**config.mk**
```make
export PLATFORM = sky130hd
export DESIGN_NAME = cordic_dual_mode_ctrl
export DESIGN_NICKNAME = d
export VERILOG_FILES = /design/src/rtl/cordic_dual_mode_ctrl.sv
export SDC_FILE = /design/constraint.sdc
export NUM_CORES = 1
export LEC_CHECK = 0
export BUFFER_PORTS_ARGS = -buffer_cell sky130_fd_sc_hd__buf_2
export CORE_ASPECT_RATIO = 1.25
export CORE_MARGIN = 1.5
export CORE_UTILIZATION = 53
export CTS_CLUSTER_SIZE = 30
export DETAILED_ROUTE_END_ITERATION = 7
export PLACE_DENSITY = 0.89
export SLEW_MARGIN = 0
export SYNTH_ARGS = -nofsm -noshare
export SYNTH_HDL_FRONTEND = slang
export SYNTH_SLANG_ARGS = --single-unit
```
**constraint.sdc**
```tcl
create_clock -name clk -period 3.7 [get_ports clk]
set_input_delay 0.555 -clock clk [delete_from_list [all_inputs] [get_ports clk]]
set_output_delay 0.555 -clock clk [all_outputs]
set_load 0.05 [all_outputs]
```
**src/rtl/cordic_dual_mode_ctrl.sv**
```systemverilog
// Sequencing FSM for an iterative vectoring/rotation CORDIC datapath.
// Optional macro CORDIC_ABORT_EN adds an abort input that returns the controller to IDLE.
module cordic_dual_mode_ctrl #(
   parameter int ITER_W   = 5,
   parameter int MAX_ITER = 16
) (
   input  logic              clk,
   input  logic              rst,
   input  logic              in_valid,
   output logic              in_ready,
   input  logic              mode,
   input  logic [ITER_W-1:0] n_iter,
   input  logic              neg_x,
   input  logic              z_oor,
`ifdef CORDIC_ABORT_EN
   input  logic              abort,
`endif
   output logic              out_valid,
   input  logic              out_ready,
   output logic              load_x,
   output logic              load_y,
   output logic              load_z,
   output logic              load_d,
   output logic              d_src,
   output logic              clear_z,
   output logic [1:0]        sel_x,
   output logic [1:0]        sel_y,
   output logic [1:0]        sel_z,
   output logic [ITER_W-1:0] iteration_counter,
   output logic              busy
);

   localparam logic [ITER_W-1:0] LAST_IDX = ITER_W'(MAX_ITER - 1);

   typedef enum logic [2:0] {
      IDLE,
      LOAD,
      NORMALIZE,
      DECIDE,
      OPERATE,
      FINALIZE,
      OUT
   } state_t;

   state_t            state;
   state_t            state_nxt;
   logic [ITER_W-1:0] cnt;
   logic [ITER_W-1:0] cnt_nxt;
   logic [ITER_W-1:0] n_q;
   logic              mode_q;
   logic              accept;
   logic              abort_act;

   function automatic logic [ITER_W-1:0] clamp_iter(input logic [ITER_W-1:0] req);
      return (req > LAST_IDX) ? LAST_IDX : req;
   endfunction

`ifdef CORDIC_ABORT_EN
   assign abort_act = abort && (state != IDLE);
`else
   assign abort_act = 1'b0;
`endif

   assign d_src             = mode_q;
   assign busy              = (state != IDLE);
   assign iteration_counter = cnt;

   always_ff @(posedge clk or negedge rst) begin
      if (!rst) begin
         state  <= IDLE;
         cnt    <= '0;
         n_q    <= '0;
         mode_q <= 1'b0;
      end else begin
         state <= state_nxt;
         cnt   <= cnt_nxt;
         if (accept) begin
            mode_q <= mode;
            n_q    <= clamp_iter(n_iter);
         end
      end
   end

   always_comb begin
      state_nxt = state;
      cnt_nxt   = cnt;
      out_valid = 1'b0;
      load_x    = 1'b0;
      load_y    = 1'b0;
      load_z    = 1'b0;
      load_d    = 1'b0;
      clear_z   = 1'b0;
      sel_x     = 2'd0;
      sel_y     = 2'd0;
      sel_z     = 2'd0;

      // A result leaving OUT frees the slot in the same cycle, so a new request
      // can be taken without an IDLE bubble.
      in_ready = ((state == IDLE) || ((state == OUT) && out_ready)) && !abort_act;
      accept   = in_valid && in_ready;

      case (state)
         IDLE: begin
            if (accept) state_nxt = LOAD;
         end
         LOAD: begin
            load_x  = 1'b1;
            load_y  = 1'b1;
            cnt_nxt = '0;
            if (mode_q) begin
               load_z = 1'b1;
               sel_z  = 2'd3;
            end else begin
               clear_z = 1'b1;
            end
            state_nxt = (mode_q ? z_oor : neg_x) ? NORMALIZE : DECIDE;
         end
         NORMALIZE: begin
            load_x    = 1'b1;
            load_y    = 1'b1;
            load_z    = 1'b1;
            state_nxt = DECIDE;
         end
         DECIDE: begin
            load_d    = 1'b1;
            state_nxt = OPERATE;
         end
         OPERATE: begin
            load_x = 1'b1;
            load_y = 1'b1;
            load_z = 1'b1;
            sel_x  = 2'd2;
            sel_y  = 2'd2;
            sel_z  = 2'd1;
            if (cnt == n_q) begin
               state_nxt = FINALIZE;
            end else begin
               cnt_nxt   = cnt + 1'b1;
               state_nxt = DECIDE;
            end
         end
         FINALIZE: begin
            if (mode_q) begin
               load_x = 1'b1;
               load_y = 1'b1;
               sel_x  = 2'd3;
               sel_y  = 2'd3;
            end else begin
               load_z = 1'b1;
               sel_z  = 2'd2;
            end
            state_nxt = OUT;
         end
         OUT: begin
            out_valid = 1'b1;
            if (out_ready) state_nxt = in_valid ? LOAD : IDLE;
         end
         default: state_nxt = IDLE;
      endcase

      // Abort wins over everything: no register writes, no result, counter frozen.
      if (abort_act) begin
         state_nxt = IDLE;
         cnt_nxt   = cnt;
         out_valid = 1'b0;
         load_x    = 1'b0;
         load_y    = 1'b0;
         load_z    = 1'b0;
         load_d    = 1'b0;
         clear_z   = 1'b0;
      end
   end

endmodule

```
Word-level counts from Yosys, hierarchy flattened:

Cells that the tools add are included.
W data, S select, Z words.

* reductions and logical operators: 10
* add/subtract/negate cells: 1
* equal/unequal tests: 10
* multiplexer cells: 21
* magnitude comparators: 1

Operators by type and width (number)
* $pmux W3 S7: 1
* $mux W5: 2
* $pmux W5 S2: 1
* $eq A3 B3 Y1 const B: 3
* $mux W3: 3
* $mux W1: 8
* $eq A3 B2 Y1 const B: 2
* $ne A2 B2 Y1 const B: 3
* $pmux W2 S3: 1
* $add A5 B1 Y5 const B: 1
* $eq A5 B5 Y1: 1
* $gt A5 B4 Y1 const B: 1
* $mux W2: 2
* $pmux W2 S2: 1
* $reduce_and A2 Y1: 2
* $eq A3 B1 Y1 const B: 1
* $logic_not A3 Y1: 1
* $pmux W1 S3: 1
* $reduce_bool A3 Y1: 1
* $reduce_or A3 Y1: 1
* $logic_and A1 B1 Y1: 2
* $pmux W1 S2: 1
* $reduce_bool A2 Y1: 1
* $reduce_or A2 Y1: 1
* $logic_or A1 B1 Y1: 1

* register bits after elaboration: 14
* input bits: 12

Longest topological paths before layout:

* depth after elaboration: 6
* mapped depth: 6

Least setup slack after synthesis:

No wires, ideal clock.

* path type: flip-flop to output port
* start: reg state[1]
* end: out load_y
* data arrival time: 2.196 ns
* buffers on the path: 2
* setup slack: 0.949 ns
* data required time: 3.145 ns
* stages on the path, launching flop included: 6
* path through: dfrtp_1 buf_6 or3_1 nand2_1 a21oi_1 buf_4

* word-level cells in the longest chain between the ends: 3

RTL lines
* start: declaration: line 45 `state_t state;`
* start signal: assignment: line 75 `state <= state_nxt;`
* $eq A3 B3 Y1 (tied with other cells)
* $reduce_or A3 Y1 (no source line)
* $pmux W1 S2 *
* end: declaration: line 21 `output logic load_y,`

Mark *: on every way between the ends. The rest lies on a longest branch, timed or not.

Worst setup path in the final report:

* start: reg state[0]
* end: out sel_y[1]

* word-level cells in the longest chain between the ends: 2

RTL lines
* $eq A3 B3 Y1: line 102 `case (state)`
* $pmux W2 S2 *: line 102
* end: declaration: line 27 `output logic [1:0] sel_y,`

Marked as above.

==> flow_metrics.tcl <==
set metrics [dict create \
    syn2layout_area_growth_pct 14.0 \
    placeableCoreArea_um2 1740 \
    async_flop_share_pct 100 \
    drive_above_1_share_pct 28.3 \
    fin_skew_ns 0.00371 \
    clock_sinks 14 \
    clock.fmax_ghz 0.422 \
    cts_tree "built" \
    slew_viol_final 0 \
    crit_slowest_cell "dfrtp_1" \
    slew_headroom_pct 65.8 \
    synth_ff_type "dfrtp_1" \
    grt_usage_pct 21.2 \
    hold_class "input pin to asynchronous set/reset pin" \
    end_kind "output port" \
    ant_nets 0 \
    synth.avg_cell_area_um2 8.65 \
    yosysMostFrequentCell "dfrtp_1" \
    crit_type "flip-flop to output port" \
    reg2reg_depth 4 \
    grt_pass1_vias 805 \
    path_max_fanout 15 \
    tns_ns 0 \
    ctsResizeCount 0 \
    yosysTopAreaCellShare_pct 35.9 \
    grt_pass1_wl_um 3390 \
    dieArea_um2 2110 \
    run_status "complete, no violations" \
    synth_cells 113 \
    drc 0 \
    drtIter0Drc 13 \
    fp.dieW_um 41.4 \
    crit_chain "nor2b_1 > and3_1 > or2_2 > buf_2" \
    portBuffers 31 \
    yosysTopAreaCell "dfrtp_1" \
    yosysWarnings 0 \
    synth_edf_count 0 \
    period_minus_slack_ns 2.37 \
    post_dp_cell_area_um2 1080 \
    post-cts-setup-buffers 0 \
    drt_wl_total_um 1950 \
    setup-violations-final 0 \
    num_antenna_cells 0 \
    synthTopCellsByCount "dfrtp_1 (14), nand2_1 (12), nor2_1 (10), a21oi_1 (9)" \
    stdcell_count 157 \
    antenna_found_initial 0 \
    ys_seq_elements 14 \
    rsz0062_at_grt "no" \
    final_cell_area_um2 1110 \
    cts_made_buffers 3 \
    io-pin-count 32 \
    hold_viol 0 \
    syn-cell-area_um2 977 \
    crit_required_ns 3.14 \
    seq_area_frac_synth_pct 35.9 \
    wl_per_cell_um 12.4 \
    grt_overflow 0 \
    maxCapViolCount 0 \
    critPathArrivalTime_ns 1.82 \
    ys_types 35 \
    path_clk_slew_ns 0.08 \
    dr.pass1.iters 4 \
    initial_utilization_pct 56.0 \
    syn-num-nets 126 \
    reg2reg_to "iteration_counter[3]" \
    gp_congestion 0.861 \
    min_period_over_period_pct 64.1 \
    fp.dieH_um 51.0 \
    dpl.hpwl_um 1530 \
    fp-row-count 17 \
    dp.cells 153 \
    cts-htree-levels 1 \
    grt_max_degree 20 \
    tightest_slew_ns 0.513 \
    max_stage_delay_ns 0.55 \
    insertion_delay_ns 0.28 \
    cts_buffer_depth 2 \
    num-nets-final 152 \
    cts_root_buf "clkbuf_4" \
    r2r_setup_slack_ns 1.90 \
    regToRegStartpoint "state[2]" \
    via_count 860 \
    cts_hold_buf 0 \
    viasPerCell 5.48 \
    synth_area_leaders "dfrtp_1 (36%), xnor2_1 (6.3%), a21oi_1 (4.6%)" \
    cp-start-kind "flip-flop" \
]
-- logic make-up (layout without fill, tap and decap cells) --
logic type	count (synthesis)	after routing	share of synthesized area, %
muxes	5	5	5.63
and+or+nand+nor	46	46	25.6
xor gates and xnor gates	8	8	7.17
adders and majority gates	1	1	1.28
AOI/OAI and AO/OA	25	25	14.9
buffers and inverters	14	39	9.60
DFF	14	14	35.9
-- flip-flops by register name, indices dropped and copies added, names as in the netlist --
register / flops
state: 3
n_q: 5
d_src: 1
iteration_counter: 5
-- critical path: cells and delay by family, from the launching register on --
kind / cells / cell delay (ns)
flops: 1 / 0.55
simple gates: 3 / 0.78
buf+inv: 1 / 0.21
-- how the worst max path moves through the flow --
stage,slack [ns],to,start
2_1_floorplan,0.95,load_y,state[1]
3_3_place_gp,1.69,sel_y[1],state[0]
3_5_place_dp,1.64,sel_y[1],state[0]
4_1_cts,1.33,sel_y[1],state[0]
5_1_grt,1.19,sel_x[1],state[0]
6_report,1.33,sel_y[1],state[0]
-- layout by cell type, fill, tap and decap left out --
cell type,count
xor2_1,1
a211o_1,1
nor2_1,10
nor3b_4,1
nand3_1,1
nand3_2,1
o22ai_1,2
a31oi_1,2
nand2b_1,1
ha_1,1
or2_1,1
clkbuf_8,1
dfrtp_1,14
xnor2_1,7
o21ai_0,7
a211oi_1,1
and4_1,1
mux2i_1,4
nor3_1,2
mux2_4,1
a2bb2oi_1,1
and3_1,1
inv_1,4
a21oi_1,9
buf_2,31
o31ai_1,1
nand2_1,12
nor3b_1,2
and2_1,3
or3_1,3
nand4_1,3
clkbuf_4,3
nor2b_1,3
a21o_1,1
or2_2,1
-- layout make-up --
cell class	count	area, um2
inverters	4	15.0
clock buffers	4	36.3
multi-input cells	85	533
repair buffers	31	155
flip-flops and latches	14	350
fillers	158	631
well taps	19	23.8
-- routing by layer --
layer	GRT usage, %	wire [um]	share of wire, %	up-vias
met5	0	0	0	-
met4	11.3	45	2.3	0
met3	3.18	94	4.8	5
met2	37.5	981	50	24
met1	24.5	831	43	392
li1	-	-	-	439
-- through the flow --
| step | worst slack [ns] | hold WS, ns | utilization, % |
|---|---|---|---|
| 5_1_grt | 1.19 | 0.166 | 63.8 |
| 4_1_cts | 1.33 | 0.153 | 63.8 |
| 2_1_floorplan | 0.949 | 0.259 | - |
| 3_5_place_dp | 1.64 | 0.466 | 61.8 |
| 3_3_place_gp | 1.69 | 0.465 | 61.8 |
| 6_report | 1.33 | 0.148 | 63.8 |
Power is not shown: default switching activity piles up to over one toggle a cycle in this logic, so the estimate is an artifact.
